<file path="config.mk">
export PLATFORM = sky130hd
export DESIGN_NAME = fifo_alloc_valid_tracker
export DESIGN_NICKNAME = d
export VERILOG_FILES = /design/src/rtl/fifo_alloc_valid_tracker.sv
export SDC_FILE = /design/constraint.sdc
export NUM_CORES = 1
export LEC_CHECK = 0
export CAP_MARGIN = 20
export CORE_MARGIN = 2
export CORE_UTILIZATION = 50
export CTS_CLUSTER_SIZE = 20
export DETAILED_ROUTE_END_ITERATION = 16
export HOLD_SLACK_MARGIN = 0.15
export PLACE_DENSITY = 0.84
export RECOVER_POWER = 25
export SETUP_SLACK_MARGIN = 0.3
export SLEW_MARGIN = 20
export SYNTH_ARGS = -nofsm -noshare
export SYNTH_HDL_FRONTEND = slang
export SYNTH_SLANG_ARGS = --single-unit
</file>
<file path="constraint.sdc">
create_clock -name clk_i -period 4.2 [get_ports clk_i]
set_input_delay 0.84 -clock clk_i [delete_from_list [all_inputs] [get_ports clk_i]]
set_output_delay 0.84 -clock clk_i [all_outputs]
set_load 0.01 [all_outputs]
</file>
<file path="src/rtl/fifo_alloc_valid_tracker.sv">
// ----------------------------------------------------------------------------
// fifo_alloc_valid_tracker
//   Bookkeeping core for a reorder FIFO with variable-size allocation and
//   in-order retirement. Holds circular write/read pointers, used/free counts
//   and one "written" flag per slot. Data lives in a neighbouring 1R1W memory.
// ----------------------------------------------------------------------------

module fifo_alloc_valid_tracker_chk #(
    parameter int els_p            = 8,
    parameter int enq_amount_max_p = els_p,
    parameter int deq_amount_max_p = 1,
    parameter int cnt_w_p          = 4,
    parameter int enq_w_p          = 4,
    parameter int deq_w_p          = 1
) (
    input logic               clk_i,
    input logic               reset_n_i,
    input logic [enq_w_p-1:0] enq_amount_i,
    input logic [deq_w_p-1:0] deq_amount_i,
    input logic [cnt_w_p-1:0] free_entries_r_i,
    input logic [cnt_w_p-1:0] used_entries_r_i
);

    // Slot indexing relies on natural pointer truncation.
    if ((els_p < 2) || ((els_p & (els_p - 1)) != 0)) begin : g_bad_els
        $error("fifo_alloc_valid_tracker: els_p must be a power of two >= 2");
    end

    // Caller errors, sampled away from the active edge. Slots retired in the
    // same cycle are handed back before the allocation lands, so an
    // allocation may consume them (full-to-full exchange).
    always @(negedge clk_i) begin
        if (reset_n_i) begin
            if (32'(enq_amount_i) > (32'(free_entries_r_i) + 32'(deq_amount_i))) begin
                $error("fifo_alloc_valid_tracker: over-allocation enq=%0d free=%0d",
                       enq_amount_i, free_entries_r_i);
            end
            if (32'(deq_amount_i) > 32'(used_entries_r_i)) begin
                $error("fifo_alloc_valid_tracker: over-retirement deq=%0d used=%0d",
                       deq_amount_i, used_entries_r_i);
            end
        end
    end

endmodule

module fifo_alloc_valid_tracker #(
    parameter int els_p            = 8,
    parameter int enq_amount_max_p = els_p,
    parameter int deq_amount_max_p = 1,
    parameter int clear_over_set_p = 0,
    localparam int lg_els_lp       = $clog2(els_p),
    localparam int cnt_w_lp        = $clog2(els_p + 1),
    localparam int enq_w_lp        = $clog2(enq_amount_max_p + 1),
    localparam int deq_w_lp        = $clog2(deq_amount_max_p + 1)
) (
    input  logic                 clk_i,
    input  logic                 reset_n_i,
    input  logic [enq_w_lp-1:0]  enq_amount_i,
    input  logic [deq_w_lp-1:0]  deq_amount_i,
    input  logic                 set_v_i,
    input  logic [lg_els_lp-1:0] set_id_i,
    output logic [lg_els_lp-1:0] wptr_r_o,
    output logic [lg_els_lp-1:0] rptr_r_o,
    output logic [lg_els_lp-1:0] rptr_n_o,
    output logic [cnt_w_lp-1:0]  free_entries_r_o,
    output logic [cnt_w_lp-1:0]  used_entries_r_o,
    output logic [els_p-1:0]     valid_r_o,
    output logic                 head_v_o,
    output logic                 empty_o,
    output logic                 full_o
);

    // One-hot slot select for the random-access write; all zeros when idle.
    function automatic logic [els_p-1:0] set_decode(
        input logic                 v,
        input logic [lg_els_lp-1:0] id
    );
        logic [els_p-1:0] mask;
        mask     = {els_p{1'b0}};
        mask[id] = v;
        return mask;
    endfunction

    // Circular run of slots base..base+amt-1 being retired this cycle.
    function automatic logic [els_p-1:0] retire_mask(
        input logic [lg_els_lp-1:0] base,
        input logic [deq_w_lp-1:0]  amt
    );
        logic [els_p-1:0]     mask;
        logic [lg_els_lp-1:0] idx;
        mask = {els_p{1'b0}};
        for (int i = 0; i < deq_amount_max_p; i++) begin
            idx       = lg_els_lp'(32'(base) + 32'(i));
            mask[idx] = mask[idx] | (32'(i) < 32'(amt));
        end
        return mask;
    endfunction

    logic [lg_els_lp-1:0] wptr_r;
    logic [lg_els_lp-1:0] rptr_r;
    logic [cnt_w_lp-1:0]  used_r;
    logic [cnt_w_lp-1:0]  free_r;
    logic [els_p-1:0]     valid_r;
    logic                 head_v_r;
    logic                 empty_r;
    logic                 full_r;

    logic [lg_els_lp-1:0] wptr_next_s;
    logic [lg_els_lp-1:0] rptr_next_s;
    logic [cnt_w_lp-1:0]  used_next_s;
    logic [cnt_w_lp-1:0]  free_next_s;
    logic [els_p-1:0]     set_s;
    logic [els_p-1:0]     clr_s;
    logic [els_p-1:0]     valid_next_s;

    // Next pointers and counts; pointer wrap is plain truncation.
    always_comb begin
        wptr_next_s = lg_els_lp'(32'(wptr_r) + 32'(enq_amount_i));
        rptr_next_s = lg_els_lp'(32'(rptr_r) + 32'(deq_amount_i));
        used_next_s = cnt_w_lp'(32'(used_r) + 32'(enq_amount_i) - 32'(deq_amount_i));
        free_next_s = cnt_w_lp'(32'(els_p) - 32'(used_next_s));
    end

    // Next valid vector; the collision policy decides set versus clear.
    always_comb begin
        set_s = set_decode(set_v_i, set_id_i);
        clr_s = retire_mask(rptr_r, deq_amount_i);
        if (clear_over_set_p != 0) begin
            valid_next_s = (valid_r | set_s) & ~clr_s;
        end else begin
            valid_next_s = (valid_r & ~clr_s) | set_s;
        end
    end

    // State registers; head/empty/full are registered from next-state values
    // so they stay in step with the pointers and counts.
    always_ff @(posedge clk_i or negedge reset_n_i) begin
        if (!reset_n_i) begin
            wptr_r   <= {lg_els_lp{1'b0}};
            rptr_r   <= {lg_els_lp{1'b0}};
            used_r   <= {cnt_w_lp{1'b0}};
            free_r   <= cnt_w_lp'(els_p);
            valid_r  <= {els_p{1'b0}};
            head_v_r <= 1'b0;
            empty_r  <= 1'b1;
            full_r   <= 1'b0;
        end else begin
            wptr_r   <= wptr_next_s;
            rptr_r   <= rptr_next_s;
            used_r   <= used_next_s;
            free_r   <= free_next_s;
            valid_r  <= valid_next_s;
            head_v_r <= valid_next_s[rptr_next_s];
            empty_r  <= (used_next_s == {cnt_w_lp{1'b0}});
            full_r   <= (free_next_s == {cnt_w_lp{1'b0}});
        end
    end

    assign wptr_r_o         = wptr_r;
    assign rptr_r_o         = rptr_r;
    assign rptr_n_o         = rptr_next_s;
    assign free_entries_r_o = free_r;
    assign used_entries_r_o = used_r;
    assign valid_r_o        = valid_r;
    assign head_v_o         = head_v_r;
    assign empty_o          = empty_r;
    assign full_o           = full_r;

`ifndef SYNTHESIS
    fifo_alloc_valid_tracker_chk #(
        .els_p            (els_p),
        .enq_amount_max_p (enq_amount_max_p),
        .deq_amount_max_p (deq_amount_max_p),
        .cnt_w_p          (cnt_w_lp),
        .enq_w_p          (enq_w_lp),
        .deq_w_p          (deq_w_lp)
    ) u_chk (
        .clk_i            (clk_i),
        .reset_n_i        (reset_n_i),
        .enq_amount_i     (enq_amount_i),
        .deq_amount_i     (deq_amount_i),
        .free_entries_r_i (free_r),
        .used_entries_r_i (used_r)
    );
`endif

endmodule

</file>
# Yosys cells after proc, flatten, opt, wreduce, memory -nomap -nowiden
# Memory sizes are Yosys's and may differ from the RTL's.
# Cells that the tools add are included.
[classes]
add_sub_neg = 5
order_cmp = 6
n_mux = 7
bitwise = 6
reduce_logical = 4
[op_table]
columns = ["op", "n"]
rows = [
  ["$and 8x8->8", 3],
  ["$lt 3x4->1 const B", 3],
  ["$logic_not 4->1", 2],
  ["$not 8->8", 1],
  ["$or 8x8->8", 1],
  ["$demux 1 s3", 2],
  ["$ge 3x1->1 const B", 2],
  ["$add 4x4->4", 1],
  ["$mux 1", 4],
  ["$sub 4x1->4", 1],
  ["$sub 4x4->4 const A", 1],
  ["$add 3x1->3", 1],
  ["$add 3x3->3", 1],
  ["$bmux 1 s3", 1],
  ["$logic_and 1x1->1", 2],
  ["$lt 1x1->1 const A", 1],
  ["$or 1x1->1", 1],
]
[word_totals]
reg_bits = 25
romBits = 8
in_bits = 11
output_inout_bits = 28
word_cells = 37
n_memories = 1
[mem_list]
columns = ["name", "words", "width", "read_ports", "rd_clocked_by_memory_dff", "wr", "line", "rtl"]
rows = [
  ["(no name shown)", 8, 1, 1, 0, 0, "95", "mask[idx] = mask[idx] | (32'(i) < 32'(amt));"],
]

# Logic depth before layout (Yosys ltp)
# Gate-level depths: netlist of run 1.
[depth]
ltp_word = 10
depth_mapped = 11
mapped_depth_nobuf = 11

# Worst setup path before layout of run 1
# Ideal clock, no wire load.
[synth_path]
path_type = "input-to-reg"
from = "in deq_amount_i"
to = "reg full_r (netlist: full_o)"
setup_time_ps = 128
t_arrival_ps = 2580
path_slack_ps = 1493
stages = 10
path_cell_list = "ha_1 -> inv_1 -> ha_1 -> fa_1 -> inv_1 -> ha_1 -> inv_1 -> or2_2 -> nor3_1 -> mux2_1"
[synth_between]
elab_chain_len = 3
[synth_lines]
columns = ["item", "line", "rtl"]
rows = [
  ["from (decl)", "60", "input logic [deq_w_lp-1:0] deq_amount_i,"],
  ["$sub 4x1->4", "121", "used_next_s = cnt_w_lp'(32'(used_r) + 32'(enq_amount_i) - 32'(deq_amount_i));"],
  ["net used_next_s[1]", "111", "logic [cnt_w_lp-1:0] used_next_s;"],
  ["$sub 4x4->4", "122", "free_next_s = cnt_w_lp'(32'(els_p) - 32'(used_next_s));"],
  ["$logic_not 4->1", "156", "full_r <= (free_next_s == {cnt_w_lp{1'b0}});"],
  ["to (signal assigned)", "156", ""],
  ["to (decl)", "107", "logic full_r;"],
]
# The timed path passes the listed nets, and every way through them passes these cells.

# Worst setup path in the final report of run 1
[layout_path]
from = "in deq_amount_i"
to = "out rptr_n_o[2]"
[layout_between]
elab_chain_len = 1
[layout_lines]
columns = ["item", "line", "rtl"]
rows = [
  ["$add 3x1->3", "120", "rptr_next_s = lg_els_lp'(32'(rptr_r) + 32'(deq_amount_i));"],
  ["to (decl)", "65", "output logic [lg_els_lp-1:0] rptr_n_o,"],
]
# No other way between the ends.

==> results of run 1 <==
-- synthesized netlist by cell type, types with 2 or more instances --
master and count:
o22ai_1 2, o31ai_1 2, nor2_1 2, or2_2 3, a21oi_1 2, a21o_1 2, dfrtp_1 22, ha_1 10
nor2b_1 3, xnor2_1 6, nand2_1 7, o21ai_1 5, nand2b_1 5, inv_1 18, xor2_1 3, nor3_1 2
o32ai_1 2, dfstp_2 2, fa_1 2
-- layout make-up --
cell class	instances	share of cell area
clock buffers	4	0.01500
well taps	30	0.02143
multi-input cells	75	0.3671
flip-flops and latches	24	0.3443
inverters	18	0.03857
repair buffers	38	0.2136
-- worst max-delay path: stages --
cell and delay (ns):
clkdlybuf4s50_1 0.55, ha_1 0.27, ha_1 0.20, xor2_2 0.38
clkdlybuf4s50_1 0.63
-- how the worst min path moves through the flow --
stage / to / depth (start not counted) / slack, ns
2_1_floorplan: valid_r_o[6]$_DFF_PN0_ / 2 / 0.53
3_3_place_gp: wptr_r_o[0]$_DFF_PN0_ / 1 / 0.48
3_5_place_dp: wptr_r_o[0]$_DFF_PN0_ / 1 / 0.49
4_1_cts: wptr_r_o[0]$_DFF_PN0_ / 1 / 0.52
5_1_grt: wptr_r_o[0]$_DFF_PN0_ / 1 / 0.53
6_report: wptr_r_o[0]$_DFF_PN0_ / 1 / 0.52
-- per-stage QoR --
| stage | utilization | area (um^2) | hold WS (ns) |
|---|---|---|---|
| floorplan | - | 1325 | 0.5283 |
| global placement | 0.6927 | 1732 | 0.4778 |
| detailed placement | 0.6927 | 1732 | 0.4875 |
| CTS | 0.7032 | 1758 | 0.5156 |
| global route | 0.7007 | 1752 | 0.5256 |
| finish | 0.7007 | 1752 | 0.5175 |
-- kinds of logic (layout without fill, tap and decap cells) --
group           after synthesis  count (layout)  synth area share
flops                        24              24            0.4551
fa+ha+maj                    12              12            0.1246
xor+xnor                     10              10           0.07177
simple gates                 30              30            0.1407
compound gates               22              22            0.1397
mux                           1               1          0.008498
buf+inv                      20              60           0.05949
-- power by group through the flow --
stage | Combinational (mW) | Sequential [mW] | Clock (mW)
3_3_place_gp | 0.916 | 0.449 | 0
3_5_place_dp | 0.949 | 0.457 | 0
2_1_floorplan | 0.504 | 0.498 | 0
4_1_cts | 0.955 | 0.452 | 0.111
6_report | 0.948 | 0.451 | 0.108
5_1_grt | 1.04 | 0.469 | 0.119
-- sequential cells by signal, indices dropped and copies added, names as in the netlist --
register	count
empty_o	1
free_entries_r_o	4
full_o	1
head_v_o	1
rptr_r_o	3
used_entries_r_o	3
valid_r_o	8
wptr_r_o	3
-- layout by cell type (no fill, tap or decap), drive strengths merged, types with 2 or more instances in the layout --
master and n:
clkdlybuf4s50 37, dfrtp 22, inv 18, ha 10, nand2 7, xnor2 6, o21ai 6, nand2b 5
clkbuf 5, xor2 4, or2 3, nor2b 3, a21o 2, a21oi 2, nor3 2, o22ai 2
o31ai 2, o32ai 2, nor2 2, fa 2, dfstp 2, a2111oi 2
-- routing by layer --
metal / vias to the layer above / GRT usage / part of all wire
li1: 491 / - / -
met1: 494 / 0.2625 / 0.43
met2: 41 / 0.3248 / 0.49
met3: 5 / 0.03279 / 0.055
met4: 0 / 0.09408 / 0.021
met5: - / 0 / 0
==> run metrics, run 1 <==
outcome finished clean; Crit. End Element primary output; total wire length 2873 um; #FFs+latches synth 24; Synth top area share 0.4155; number of global-route vias before repair 1044; die area 3078 um^2; Achievable Freq 0.2698 GHz; antenna cells 0; first drt pass iteration count 4; Fin. Hold Viols 0; Pleak 0.7788 nW; Synth area leaders dfrtp_1 (42%), ha_1 (9.4%), inv_1 (5.1%), dfstp_2 (4.0%), xnor2_1 (4.0%); Mapped Nets 142; GPL Wtd Cong approximately 0.94; PwrDens between 800 and 900 nW/um^2; CTS Buffer Depth 2; Die Width 55.48 um; synthesized area 1325 um^2; Hold Crit Class register to register; cell count after synthesis roughly 120; GRT Util Overall 0.2008; fin crit share 0.8825; Via Count 1031; fin. max-slew vios 0; cell-internal power ~0.9 mW; synth unique cells 38; row cnt 18; worst hold path startpoint wptr_r_o[0]$_DFF_PN0_; Layout fillers 197; layout cells sized above 1 0.08805; Setup crit end rptr_n_o[2]; Tmin final approximately 3.7 ns; worst-margin pin slew 1.282 ns; Sw Ratio 0.4064; Post-synth EDFFs 0; RSZ-0062 raised after global routing false; CTS tree yes; nets roughly 180; Reg clk slew, reported paths 0.12 ns; Reg2Reg Depth 11; syn avg cell area 11.13 um^2; flop-to-flop setup slack 1.75 ns; hold_buf cts 0; largest net degree at the start of global routing 25; register area share after synthesis 0.4551; final setup fails 0; Clock Power Share 0.072; worst reg2reg path endpoint full_o$_DFF_PN0_; Crit Path Class input pin to primary output; ys flop type dfrtp_1; crit path from deq_amount_i; global-route wire length before repair 4802 um; area grow syn2layout 32.20%; Via density 5.455; DR iter-0 viols 39; Worst Skew 0.0008244 ns; antenna viol nets, final 0; Critical Path AT 2.87 ns; Core Area 2500 um^2; initial antenna violation count 0; Post-CTS Setup Inserts 0; clock latency on the worst-skew pair 0.33 ns; cts bufs inserted 3; Place WS 0.5174 ns; Relative slew margins 0.1450; Inst Count DP 185; Boundary Pins 39; Req. time, crit path 3.36 ns; Peak VDD IR ~0.59 mV; Sw Pwr about 0.61 mW; Die Span Y 55.48 um; post-route DRC violation count 0; H-tree depth 1; Multi-input gate area 643.1 um^2; Max Cap Violations 0; Storage cell area 603.1 um^2; port bufs 38; Setup crit start kind input pin; Combinational Power Share 0.629; crit-path max FO 9; Power Total 1.507 mW; yosys warns 0; async set-reset flop share out of synthesis 1.000; CTS Sinks 24; leading area contributor after synthesis dfrtp_1; Post-Route Setup TNS 0 ns; number of gates resized after cts 0; Wirelength per Cell 15.20 um; grt ovf 0; Root Buffer clkbuf_4; dpl hpwl 2200 um; Finished Layout Cells between 150 and 200; initial core utilization 0.5300; Worst R2R Start free_entries_r_o[0]$_DFF_PN0_; Seq pwr share 0.299; Final WS setup 0.4936 ns
(Power assumes the default switching activity.)
==> run 2: changes to the inputs <==
CORE_MARGIN = unset   (was 2)
CTS_CLUSTER_SIZE = 25   (was 20)
GPL_ROUTABILITY_DRIVEN = 0   (was unset)
==> run metrics, run 2 (synthesized netlist as in run 1, its figures left out) <==
post-layout util 0.7047; Multi-input gate area 643.1 um^2; Reg clk slew, reported paths 0.13 ns; Hold Path End wptr_r_o[0]$_DFF_PN0_; flop-to-flop setup slack ~1.8 ns; Pleak 0.7848 nW; clock latency on the worst-skew pair 0.31 ns; Post-Layout Inst Area 1762 um^2; Via density 5.307; antenna cells 0; crit-path max FO 9; RSZ-0062 raised after global routing false; Root Buffer clkbuf_4; Power Total between 1.5 and 2 mW; number of gates resized after cts 0; Tmin final between 3 and 4 ns; CTS tree yes; worst hold path startpoint wptr_r_o[0]$_DFF_PN0_; met3 Use GR 0.04023; Worst Skew ~0.0012 ns; cts bufs inserted 3; Die Span Y 53.48 um; Layout fillers between 150 and 200; Post-Route Setup TNS 0 ns; post-route DRC violation count 0; Place WS 0.5089 ns; Post-CTS Setup Inserts 0; Via Count around 1000; initial core utilization 0.5300; H-tree depth 1; Relative slew margins 0.1477; Worst R2R Start free_entries_r_o[0]$_DFF_PN0_; fin crit share 0.8818; max reg flops 8; Final WS setup between 0.4 and 0.5 ns; CTS Sinks 24; outcome finished clean; worst reg2reg path endpoint full_o$_DFF_PN0_; port bufs 38; Achievable Freq 0.2700 GHz; placed cell area about 1700 um^2; Hold Crit Class register to register; first drt pass iteration count 4; dpl hpwl 2059 um; Crit. End Element primary output; number of global-route vias before repair 903; Fin. Hold Viols 0; DR iter-0 viols 18; Core Area approximately 2500 um^2; Hold Crit Depth 1; commonest non-fill, non-tap cell in the layout clkdlybuf4s50_1; area grow syn2layout 32.96%; final setup fails 0; total wire length 2684 um; initial antenna violation count 0; fin. max-slew vios 0; commonest non-fill, non-tap cells in the layout clkdlybuf4s50_1 (37), dfrtp_1 (22), inv_1 (18); Setup crit start kind input pin; grt ovf 0; Reg2Reg Depth 11; Finished Layout Cells 189; Peak VDD IR 0.6612 mV; layout cells sized above 1 0.09434; hold slack 0.5100 ns; antenna viol nets, final 0; global routing's busiest layer met2; GRT Util Overall 0.2083; largest net degree at the start of global routing 25; Wirelength per Cell ~14 um; Max Cap Violations 0; Crit Path Class input pin to primary output; global-route wire length before repair 4209 um; row cnt 18; Die Width 53.48 um; worst-margin pin slew roughly 1.3 ns; hold_buf cts 0; nets 183; CTS Buffer Depth 2; PwrDens about 860 nW/um^2; Boundary Pins 39; Req. time, crit path 3.36 ns; met2 usage 0.3313; met1 GRT Util 0.2832; Critical Path AT 2.86 ns; Storage cell area 603.1 um^2; Inst Count DP 185; die area 2860 um^2
-- run 2: cell counts in the layout (fill, tap and decap cells not counted) --
Identical to the previous run, type by type.
-- run 2: worst max-delay path, cell delays in order --
cell,delay [ns]
clkdlybuf4s50_1,0.56
ha_1,0.27
ha_1,0.20
xor2_2,0.37
clkdlybuf4s50_1,0.62
-- run 2: layout make-up --
cell class | instances | share of cell area
Clock buffer | 4 | 0.02060
Inverter | 18 | 0.03835
Multi-Input combinational cell | 75 | 0.3651
Sequential cell | 24 | 0.3423
Tap cell | 30 | 0.02131
Timing Repair Buffer | 38 | 0.2124
-- run 2: metal layers --
layer  wire, um  vias to the layer above
met5          0                        -
met4         21                        0
met3        138                        2
met2       1354                       35
met1       1168                      475
li1           -                      491
-- run 2: how the worst max path moves through the flow --
stage | from | to | slack (ns) | depth (start not counted)
after floorplan | deq_amount_i | full_o$_DFF_PN0_ | 1.49 | 10
after global placement | deq_amount_i | rptr_n_o[2] | 0.56 | 5
after detailed placement | deq_amount_i | rptr_n_o[2] | 0.51 | 5
after CTS | deq_amount_i | rptr_n_o[2] | 0.49 | 5
after global routing | deq_amount_i | rptr_n_o[2] | 0.38 | 5
final | deq_amount_i | rptr_n_o[2] | 0.50 | 5
-- run 2: power by group --
group | total, mW | internal [mW] | switching, mW
combinational | 0.941 | 0.496 | 0.444
sequential | 0.450 | 0.359 | 0.0913
clock | 0.121 | 0.0529 | 0.0683
==> run 3: changes to the inputs <==
RECOVER_POWER = 50   (was 25)
==> run metrics, run 3 (synthesized netlist as in run 1, its figures left out) <==
crit-path max FO 9; hold slack 0.5100 ns; worst hold path startpoint wptr_r_o[0]$_DFF_PN0_; cell-internal power ~0.90 mW; Multi-input gate area around 640 um^2; CP max-delay cell dlygate4sd3_1; Sw Pwr 0.6003 mW; flop-to-flop setup slack 1.76 ns; initial core utilization 0.5300; number of global-route vias before repair 903; cts bufs inserted 3; Wirelength per Cell 14.08 um; row cnt 18; Hold Crit Class register to register; Reg clk slew, reported paths 0.13 ns; fin. max-slew vios 0; Req. time, crit path 3.36 ns; Finished Layout Cells 189; CTS Buffer Depth 2; Sw Ratio 0.3993; hold_buf cts 0; total wire length 2661 um; final setup fails 0; Post-Route Setup TNS 0 ns; Storage cell area 603.1 um^2; Boundary Pins 39; DR iter-0 viols 11; Critical Path AT 2.95 ns; RSZ-0062 raised after global routing false; PwrDens 855.2 nW/um^2; port bufs 38; area grow syn2layout 32.67%; initial antenna violation count 0; Tmin final 3.788 ns; antenna cells 0; die area 2860 um^2; number of gates resized after cts 0; H-tree depth 1; clock latency on the worst-skew pair 0.31 ns; Pleak 0.7843 nW; Via density 5.307; Hold Crit Depth 1; Crit. End Element primary output; Achievable Freq 0.2640 GHz; nets approximately 180; worst-margin pin slew 1.288 ns; outcome finished clean; max reg flops 8; worst reg2reg path endpoint full_o$_DFF_PN0_; Crit Path Class input pin to primary output; dpl hpwl 2059 um; Worst Skew between 0.0009 and 0.001 ns; Clock Power Share 0.081; Worst R2R Start free_entries_r_o[0]$_DFF_PN0_; commonest non-fill, non-tap cells in the layout clkdlybuf4s50_1 (34), dfrtp_1 (22), inv_1 (18); layout cells sized above 1 0.08805; Core Area 2500 um^2; crit path cell chain dlygate4sd3_1, ha_1, ha_1, xor2_2, clkdlybuf4s50_1; grt ovf 0; Via Count 1003; CTS tree yes; Relative slew margins 0.1415; global-route wire length before repair 4209 um; Reg2Reg Depth 11; Fin. Hold Viols 0; Seq pwr share 0.297; most used cell, CP ha_1; placed cell area 1732 um^2; post-route DRC violation count 0; delay of the slowest critical-path stage 0.66 ns; antenna viol nets, final 0; first drt pass iteration count 4; Inst Count DP around 190; Die Span Y 53.48 um; CTS Sinks 24; Layout fillers ~190; Combinational Power Share 0.622; Setup crit start kind input pin; largest net degree at the start of global routing 25; Post-CTS Setup Inserts 0; post-layout util 0.7032; Post-Layout Inst Area 1758 um^2; Die Width around 53 um; fin crit share 0.9020; Root Buffer clkbuf_4; Peak VDD IR 0.6548 mV; Max Cap Violations 0; Hold Path End wptr_r_o[0]$_DFF_PN0_; commonest non-fill, non-tap cell in the layout clkdlybuf4s50_1; GRT Util Overall 0.2083
## run 3: power by group through the flow
stage / Sequential (mW) / Clock (mW) / Combinational (mW)
6_report: 0.447 / 0.121 / 0.935
5_1_grt: 0.462 / 0.135 / 1.03
4_1_cts: 0.451 / 0.125 / 0.945
3_5_place_dp: 0.456 / 0 / 0.938
3_3_place_gp: 0.449 / 0 / 0.913
2_1_floorplan: 0.498 / 0 / 0.504
## run 3: per-stage QoR
step                      total power [mW]  setup WS [ns]
after floorplan                      1.002          1.493
after global placement               1.362         0.5614
after detailed placement             1.393         0.5089
after CTS                            1.521         0.4902
after global routing                 1.624         0.3142
final                                1.503         0.4118
## run 3: layout make-up
type,instances,share of cell area
tap,30,0.02135
multi-input combinational,75,0.3637
clock buffer,4,0.02064
inverter,18,0.03843
timing repair buffer,38,0.2128
sequential,24,0.3431
## run 3: how the worst max path moves through the flow
stage / from / to / slack [ns] / depth (start not counted)
after global placement: deq_amount_i / rptr_n_o[2] / 0.56 / 5
after CTS: deq_amount_i / rptr_n_o[2] / 0.49 / 5
final: deq_amount_i / rptr_n_o[2] / 0.41 / 5
after global routing: deq_amount_i / rptr_n_o[2] / 0.31 / 5
after detailed placement: deq_amount_i / rptr_n_o[2] / 0.51 / 5
after floorplan: deq_amount_i / full_o$_DFF_PN0_ / 1.49 / 10
## run 3: per-layer routing
layer	part of all wire	up-vias	GRT usage
li1	-	490	-
met1	0.44	481	0.2832
met2	0.51	30	0.3313
met3	0.043	2	0.04023
met4	0.0079	0	0.06140
met5	0	-	0
## run 3: critical path: cells and delay by family
family / cells / cell delay (ns)
xor+xnor: 1 / 0.38
fa+ha+maj: 2 / 0.45
buf+inv: 2 / 1.28
